[config.mk]
export PLATFORM = sky130hd
export DESIGN_NAME = fp_to_int
export DESIGN_NICKNAME = d
export VERILOG_FILES = /design/src/rtl/fp_to_int.sv
export SDC_FILE = /design/constraint.sdc
export NUM_CORES = 1
export LEC_CHECK = 0
export CORE_MARGIN = 3
export CORE_UTILIZATION = 43
export CTS_CLUSTER_DIAMETER = 150
export DETAILED_ROUTE_END_ITERATION = 10
export DONT_BUFFER_PORTS = 1
export GPL_TIMING_DRIVEN = 0
export PLACE_DENSITY = 0.69
export SETUP_SLACK_MARGIN = 0.02
export SLEW_MARGIN = 10
export SYNTH_ARGS = -nofsm -noshare
export SYNTH_HDL_FRONTEND = slang
export SYNTH_SLANG_ARGS = --single-unit
[constraint.sdc]
create_clock -name clk -period 5.9 [get_ports clk]
set_input_delay 0 -clock clk [delete_from_list [all_inputs] [get_ports clk]]
set_output_delay 0 -clock clk [all_outputs]
set_load 0.02 [all_outputs]
[src/rtl/fp_to_int.sv]
// Multi-cycle IEEE-754 single-precision to 32-bit signed integer converter.
// Fixed 5-clock latency; truncate or round-to-nearest-even on the magnitude.
module fp_to_int #(
  parameter bit SATURATE = 1'b1
) (
  input  logic        clk,
  input  logic        rst,
  input  logic        start,
  input  logic        round_mode,
  input  logic [31:0] input_a,
  output logic [31:0] output_z,
  output logic        overflow,
  output logic        underflow,
  output logic        busy,
  output logic        output_done
);

  typedef enum logic [2:0] {
    IDLE,
    UNPACK,
    SPECIAL_CASES,
    SHIFT,
    ROUND,
    PACK
  } state_t;

  state_t state, state_next;

  logic [31:0] a_q;
  logic        rne_q;
  logic        sign_q;
  logic [7:0]  exp_q;
  logic [23:0] man_q;
  logic        is_zero_q, is_denorm_q, is_nan_q, is_ovf_q, is_min_q;
  logic [31:0] mag_q;
  logic        guard_q, sticky_q;

  logic [7:0]  rshift;
  logic [2:0]  lshift;
  logic [47:0] ext;

  always_ff @(posedge clk) begin
    if (rst) state <= IDLE;
    else     state <= state_next;
  end

  always_comb begin
    state_next = state;
    case (state)
      IDLE:          if (start) state_next = UNPACK;
      UNPACK:        state_next = SPECIAL_CASES;
      SPECIAL_CASES: state_next = SHIFT;
      SHIFT:         state_next = ROUND;
      ROUND:         state_next = PACK;
      PACK:          state_next = IDLE;
      default:       state_next = IDLE;
    endcase
  end

  always_comb begin
    busy = (state != IDLE);
  end

  // Left shift is exp-150 for exp in 150..157; 150 mod 8 = 6, so the low bits suffice.
  always_comb begin
    rshift = 8'd150 - exp_q;
    lshift = exp_q[2:0] - 3'd6;
    ext    = {man_q, 24'd0} >> rshift;
  end

  always_ff @(posedge clk) begin
    if (rst) begin
      output_z    <= '0;
      overflow    <= 1'b0;
      underflow   <= 1'b0;
      output_done <= 1'b0;
    end else begin
      case (state)
        IDLE: begin
          if (start) begin
            a_q         <= input_a;
            rne_q       <= round_mode;
            output_done <= 1'b0;
          end
        end
        UNPACK: begin
          sign_q <= a_q[31];
          exp_q  <= a_q[30:23];
          man_q  <= {1'b1, a_q[22:0]};
        end
        SPECIAL_CASES: begin
          is_nan_q    <= (exp_q == 8'hFF) && (man_q[22:0] != '0);
          is_zero_q   <= (exp_q == 8'h00) && (man_q[22:0] == '0);
          is_denorm_q <= (exp_q == 8'h00) && (man_q[22:0] != '0);
          // -2^31 is the single e=31 value that still fits.
          is_min_q    <= sign_q && (exp_q == 8'd158) && (man_q[22:0] == '0);
          is_ovf_q    <= (exp_q == 8'hFF) ||
                         ((exp_q >= 8'd158) &&
                          !(sign_q && (exp_q == 8'd158) && (man_q[22:0] == '0)));
        end
        SHIFT: begin
          if (exp_q >= 8'd150) begin
            mag_q    <= {8'd0, man_q} << lshift;
            guard_q  <= 1'b0;
            sticky_q <= 1'b0;
          end else if (exp_q >= 8'd126) begin
            mag_q    <= {8'd0, ext[47:24]};
            guard_q  <= ext[23];
            sticky_q <= |ext[22:0];
          end else begin
            mag_q    <= '0;
            guard_q  <= 1'b0;
            sticky_q <= 1'b1;
          end
        end
        ROUND: begin
          if (rne_q && guard_q && (sticky_q || mag_q[0]))
            mag_q <= mag_q + 32'd1;
        end
        PACK: begin
          output_done <= 1'b1;
          if (is_ovf_q) begin
            overflow  <= 1'b1;
            underflow <= 1'b0;
            output_z  <= (SATURATE && (is_nan_q || !sign_q)) ? 32'h7FFFFFFF : 32'h80000000;
          end else if (is_min_q) begin
            overflow  <= 1'b0;
            underflow <= 1'b0;
            output_z  <= 32'h80000000;
          end else if (is_zero_q) begin
            overflow  <= 1'b0;
            underflow <= 1'b0;
            output_z  <= '0;
          end else if (is_denorm_q) begin
            overflow  <= 1'b0;
            underflow <= 1'b1;
            output_z  <= '0;
          end else begin
            overflow  <= 1'b0;
            underflow <= (mag_q == '0);
            output_z  <= sign_q ? -mag_q : mag_q;
          end
        end
        default: ;
      endcase
    end
  end

endmodule

==> results by group, run 1 <==
STA
  – Hold Vio Cnt, Final: 0
  – Max-slew headroom: 20.6%
  – Clock Skew: 0.0169 ns
  – Final worst path period share: 91.3%
  – Tmin final: 5.39 ns
  – Slew @ Worst Pin: ~1.2 ns
  – Slew Limit Fails: 0
  – RSZ-0062 raised after global routing: no
  – Max frequency: 186 MHz
  – Final setup fails: 0
  – Post-Route Setup TNS: 0 ns
  – Min setup slack post-route: 0.513 ns

Logic synthesis
  – Mapped cell area: 9110 um^2
  – EDFF count, synth: 104
  – Mux contribution to synthesized area: 12.5%
  – Async S/R FF share, synth: 0%
  – Adder-Cell Fraction of Synth Area: 1.10%
  – Post-synthesis net count: 982
  – Yosys reg bits: 142
  – Simple-gate share of the synthesized area: 16.9%
  – Mean Syn Cell Area: 9.72 um^2
  – Largest family of logic cells by synthesized area: simple AND/OR/NAND/NOR gates
  – Register area share after synthesis: between 40 and 50%
  – Top_reg_cell synth: edfxtp_1
  – Synth warn: 0
  – Cells after synthesis: 938
  – Synth Area in XOR/XNOR: 6.62%
  – Compound-cell area share of the yosys netlist: 16.0%
  – Yosys cell types: 78

Drt
  – Vias/cell: 5.97
  – Detailed Routing Iterations Pass 1: 7
  – Antenna Violating Nets Remaining: 0
  – Routed vias: ~7600
  – Residual DRC: 0
  – Final WL: about 27 mm
  – Routed WL per cell: 21.0 um
  – Starting DRT DRC Count: 608

Worst setup path
  – Required @ worst endpoint: 6.07 ns
  – CP endpoint kind: register
  – Startpoint types: register
  – Crit path DAT: roughly 5.6 ns
  – Critical-path maximum fanout: 11
  – WS Path Type: register to register

Die
  – Starting Density: 44.3%
  – Die width: 152 um
  – Die H: approximately 150 um
  – FP Rows: 52
  – Die area: 23000 um^2
  – Core area: between 20000 and 25000 um^2
  – I/O pin count: 72

Placement
  – RePlAce Congestion: 0.941
  – IO buf count: 0
  – Post-placement setup slack: 0.631 ns
  – DP HPWL: around 20 mm
  – Placed Cells: 1212

Clocking
  – CTS resizes: 0
  – CTS tree: done
  – CTS sink count: 142
  – CTS root buf: clkbuf_16
  – Skew-Pair Late Insertion Delay: 0.43 ns
  – Max clock buf depth: 2
  – CTS clk-pin slew, worst paths: 0.06 ns
  – Postcts setup bufs: 0
  – Htree depth: 4
  – Num CTS Buffers: 17

Power and ir drop
  – Pwr/cell area: about 250 nW/um^2
  – P_leak: 0.00361 uW
  – Peak supply drop: roughly 0.19 mV

Final layout
  – Fraction of final layout cells sized beyond drive strength 1: 12.0%
  – Most common cell after layout, fill and taps aside: edfxtp_1
  – Non-filler cells, final: 1279
  – P&R area growth vs syn: 14.9%
  – FILL cells: 1900
  – Inserted Diodes: 0
  – Final nets: 1040
  – Most frequent cells in the layout: 104 x edfxtp_1, 84 x nor2_1, 75 x a21oi_1

Global route
  – First-pass GRT wire length: 41.6 mm
  – Vias in the first global route: 7433
  – Initial antenna violation count: 0
  – Largest net degree at the start of global routing: 34
  – Global route overflow: 0
  – Global-route total usage across every layer: 23.7%

Status
  – Outcome: completed

Worst hold path
  – HP Class: input port to register

Run
  – Max cap viols: 0
## routing by layer
| layer | wire length [um] | track usage [%] | share of wire, % |
|---|---|---|---|
| met2 | 12500 | 38.5 | 47 |
| met3 | 1660 | 4.52 | 6.2 |
| met4 | 1320 | 12.2 | 4.9 |
| met1 | 11300 | 30.1 | 42 |
| met5 | 0 | 0 | 0 |
## cell usage after synthesis, types with 11 or more instances
cell | n | area, um^2
edfxtp_1 | 104 | 3120
nor2_1 | 84 | 315
a21oi_1 | 75 | 375
nand2_1 | 69 | 259
clkbuf_1 | 47 | 176
o21ai_0 | 47 | 235
mux2i_1 | 45 | 450
nor3_1 | 44 | 220
dfxtp_1 | 38 | 761
xnor2_1 | 37 | 324
nand3_1 | 31 | 155
xor2_1 | 30 | 263
mux2_2 | 20 | 225
buf_2 | 19 | 95.1
mux4_2 | 17 | 383
inv_1 | 15 | 56.3
a31oi_1 | 11 | 68.8
## what timing repair did
item | CTS | global route
hold endpoints to repair | 39 | 0
hold buffers | 35 | 0
setup endpoints to repair | 0 | 0
## logic make-up after synthesis
group | count (synthesis)
AOI/OAI and AO/OA | 228
xor gates and xnor gates | 68
adders and majority gates | 8
buffers and inverters | 93
DFF | 142
muxes | 88
and+or+nand+nor | 311
## critical path, stage by stage (launching register included)
cell and delay, ns:
edfxtp_1 0.52, buf_2 0.24, inv_2 0.21, buf_2 0.32, buf_2 0.31, buf_2 0.26
buf_1 0.49, ha_1 0.27, buf_6 0.17, buf_2 0.28, buf_4 0.25, buf_2 0.28
mux2i_1 0.24, a22o_1 0.15, o211ai_1 0.13, a21o_1 0.24, o211ai_1 0.28, nand4_1 0.16
o211ai_1 0.21, nand2_1 0.09
## layout make-up
cell class              count  area [um^2]  area share, %
multi-input cells         703         4870           46.5
well taps                 270          338           3.23
clock inverters             8         75.1          0.717
plain buffers              76          320           3.06
inverters                  17         63.8          0.609
flip-flops and latches    142         3880           37.1
clock buffers              24          515           4.92
repair buffers             39          404           3.86
## worst paths after layout
check / start / end / slack, ns / cells past startpoint
setup / recovery: exp_q[0] / sticky_q / 0.51 / 19
setup reg to reg: exp_q[0] / sticky_q / 0.51 / 19
hold / removal: rst / output_z[26] / 0.09 / 2
hold reg to reg: a_q[29] / exp_q[6] / 0.42 / 0
## registers in the layout, indices dropped and copies added (netlist names), 3 cells and up
register	count
a_q	32
state	3
output_z	32
man_q	23
exp_q	8
mag_q	32
## stage by stage
step	area, um^2	hold WS (ns)	power [uW]	utilization [%]
2_1_floorplan	9110	0.0989	1410	-
3_3_place_gp	9450	0.0989	1520	46.0
3_5_place_dp	9520	0.0989	1520	46.3
4_1_cts	10500	0.0860	2610	50.9
5_1_grt	10500	0.126	2690	50.9
6_report	10500	0.0913	2600	50.9
## power by group
part	total, uW	internal (uW)	switching [uW]
clock network	1070	656	415
registers	1140	1110	28.4
logic	386	153	234
total	2600	1920	677
Note: power is estimated with default switching activity, not from simulation.
==> run 2, diff against run 1 <==
Settings changed: CORE_UTILIZATION 43 to 55, PLACE_DENSITY 0.69 to 0.81.
==> results by group, run 2 (synthesis results as in run 1) <==
STA
  – Slew @ Worst Pin: 1.06 ns (-0.111 ns)
  – Max-slew headroom: 28.1% (+7.5 points)
  – Max frequency: 187 MHz (+0.95%)
  – Final worst path period share: 90.4% (-0.86 points)
  – Slew Limit Fails: 0 (unchanged)
  – Final setup fails: 0 (unchanged)
  – Post-Route Setup TNS: 0 ns (unchanged)
  – RSZ-0062 raised after global routing: no
  – Min setup slack post-route: 0.564 ns (+0.0505 ns)
  – Tmin final: 5.34 ns (-0.0505 ns)
  – Clock Skew: 0.0124 ns (-0.00441 ns)
  – WHS: 0.106 ns (+0.0149 ns)
  – Hold Vio Cnt, Final: 0 (unchanged)

Global route
  – Vias in the first global route: 7490 (+0.77%)
  – Global-route total usage across every layer: 29.1% (+5.4 points)
  – Initial antenna violation count: 0 (unchanged)
  – First-pass GRT wire length: 41.1 mm (-1.3%)
  – Global route overflow: 0 (unchanged)
  – Largest net degree at the start of global routing: 34 (unchanged)

Clocking
  – CTS tree: done
  – CTS sink count: 142 (unchanged)
  – Max clock buf depth: 2 (unchanged)
  – Skew-Pair Late Insertion Delay: 0.43 ns (about the same)
  – CTS clk-pin slew, worst paths: 0.06 ns (about the same)
  – Htree depth: 4 (unchanged)
  – Num CTS Buffers: 17 (unchanged)
  – CTS root buf: clkbuf_16

Drt
  – Detailed Routing Iterations Pass 1: 6 (-1)
  – Starting DRT DRC Count: 817 (+34%)
  – Final WL: 26.0 mm (-3.0%)
  – Routed WL per cell: 21.2 um (+1.3%)
  – Residual DRC: 0 (unchanged)
  – Routed vias: 7745 (+1.4%)
  – Antenna Violating Nets Remaining: 0 (unchanged)
  – Vias/cell: 6.32 (+5.9%)

Die
  – Die H: 135 um (-11%)
  – FP Rows: 46 (-12%)
  – Starting Density: 56.8% (+12 points)
  – Die width: 135 um (-11%)
  – Die area: 18200 um^2 (-21%)
  – I/O pin count: 72 (unchanged)
  – Core area: 16100 um^2 (-22%)

Final layout
  – P&R area growth vs syn: 13.9%
  – Fraction of final layout cells sized beyond drive strength 1: 12.1% (+0.099 points)
  – Final nets: 1040 (unchanged)
  – Inserted Diodes: 0 (unchanged)
  – Biggest regs: a_q (32), mag_q (32), output_z (32)
  – Most common cell after layout, fill and taps aside: edfxtp_1
  – Most frequent cells in the layout: 104 x edfxtp_1, 84 x nor2_1, 75 x a21oi_1

Worst setup path
  – Critical-path maximum fanout: 11 (unchanged)
  – Top delay family on crit path: buffers and inverters
  – Worst path slowest cell: edfxtp_1
  – Worst Path Buf+Inv: 10 (unchanged)
  – Required @ worst endpoint: 6.07 ns (about the same)
  – WS Path Type: register to register
  – CP endpoint kind: register
  – Crit path top cell by count: buf_2
  – CP Cell Sequence: buf_2 > inv_2 > buf_2 > buf_2 > buf_2 > buf_1 > ha_1 > buf_6 > buf_2 > buf_4 > buf_2 > mux2i_1 > a22o_1 > o211ai_1 > a21o_1 > o211ai_1 > nand4_1 > o211ai_1 > nand2_1
  – Crit path DAT: 5.50 ns (-0.06 ns)
  – Crit path largest cell delay: 0.52 ns (about the same)
  – Reg2Reg Setup Slack: 0.56 ns (+0.05 ns)
  – Startpoint types: register

Status
  – Outcome: completed

Power and ir drop
  – Pwr/cell area: 247 nW/um^2 (-0.57%)
  – Peak supply drop: 0.261 mV (+35%)
  – P_leak: 0.00360 uW (-0.24%)

Run
  – Max cap viols: 0 (unchanged)

Placement
  – IO buf count: 0 (unchanged)
  – RePlAce Congestion: 0.985 (+4.7%)
  – DP HPWL: 19.3 mm (-4.9%)
  – Post-placement setup slack: 0.688 ns (+0.0566 ns)

Worst hold path
  – HP Class: input port to register
==> run 2: cell type report <==
type / instances / area [um^2]
repair buffers: 39 / 393
fillers: 1268 / 5680
clock buffers: 24 / 526
inverters: 17 / 63.8
plain buffers: 76 / 320
clock inverters: 8 / 50.0
multi-input cells: 703 / 4870
flip-flops and latches: 142 / 3880
well taps: 216 / 270
==> run 2: path summary, 6_finish.rpt <==
check / from / endpoint / cells past startpoint
max: exp_q[0] / sticky_q / 19
min: rst / output_z[26] / 2
min reg2reg: a_q[1] / man_q[1] / 0
max reg2reg: exp_q[0] / sticky_q / 19
==> run 2: what timing repair did <==
item                      CTS  global route
hold endpoints to repair   39             0
hold buffers               35             0
resized for setup           0             0
buffers inserted            0             0
==> run 2: through the flow <==
step                      utilization, %  cell area [um^2]  power, uW  cells
final                               64.6             10400       2560   1225
after global routing                64.6             10400       2640   1225
after CTS                           64.6             10400       2550   1225
after detailed placement            58.8              9450       1510   1158
after global placement              58.4              9390       1510   1154
after floorplan                        -              9110       1410    938
==> run 2: report_power, final <==
part | switching [uW] | internal, uW
Sequential | 28.7 | 1110
Clock | 412 | 623
Combinational | 232 | 152
Total | 673 | 1890
==> run 2: per-layer routing <==
| layer | wire, um | vias to the layer above | share of wire (%) | GRT usage (%) |
|---|---|---|---|---|
| met5 | 0 | - | 0 | 0 |
| met4 | 1460 | 0 | 5.6 | 16.5 |
| met3 | 1670 | 80 | 6.4 | 6.15 |
| met2 | 12200 | 377 | 47 | 48.2 |
| met1 | 10600 | 3655 | 41 | 35.3 |
| li1 | - | 3633 | - | - |
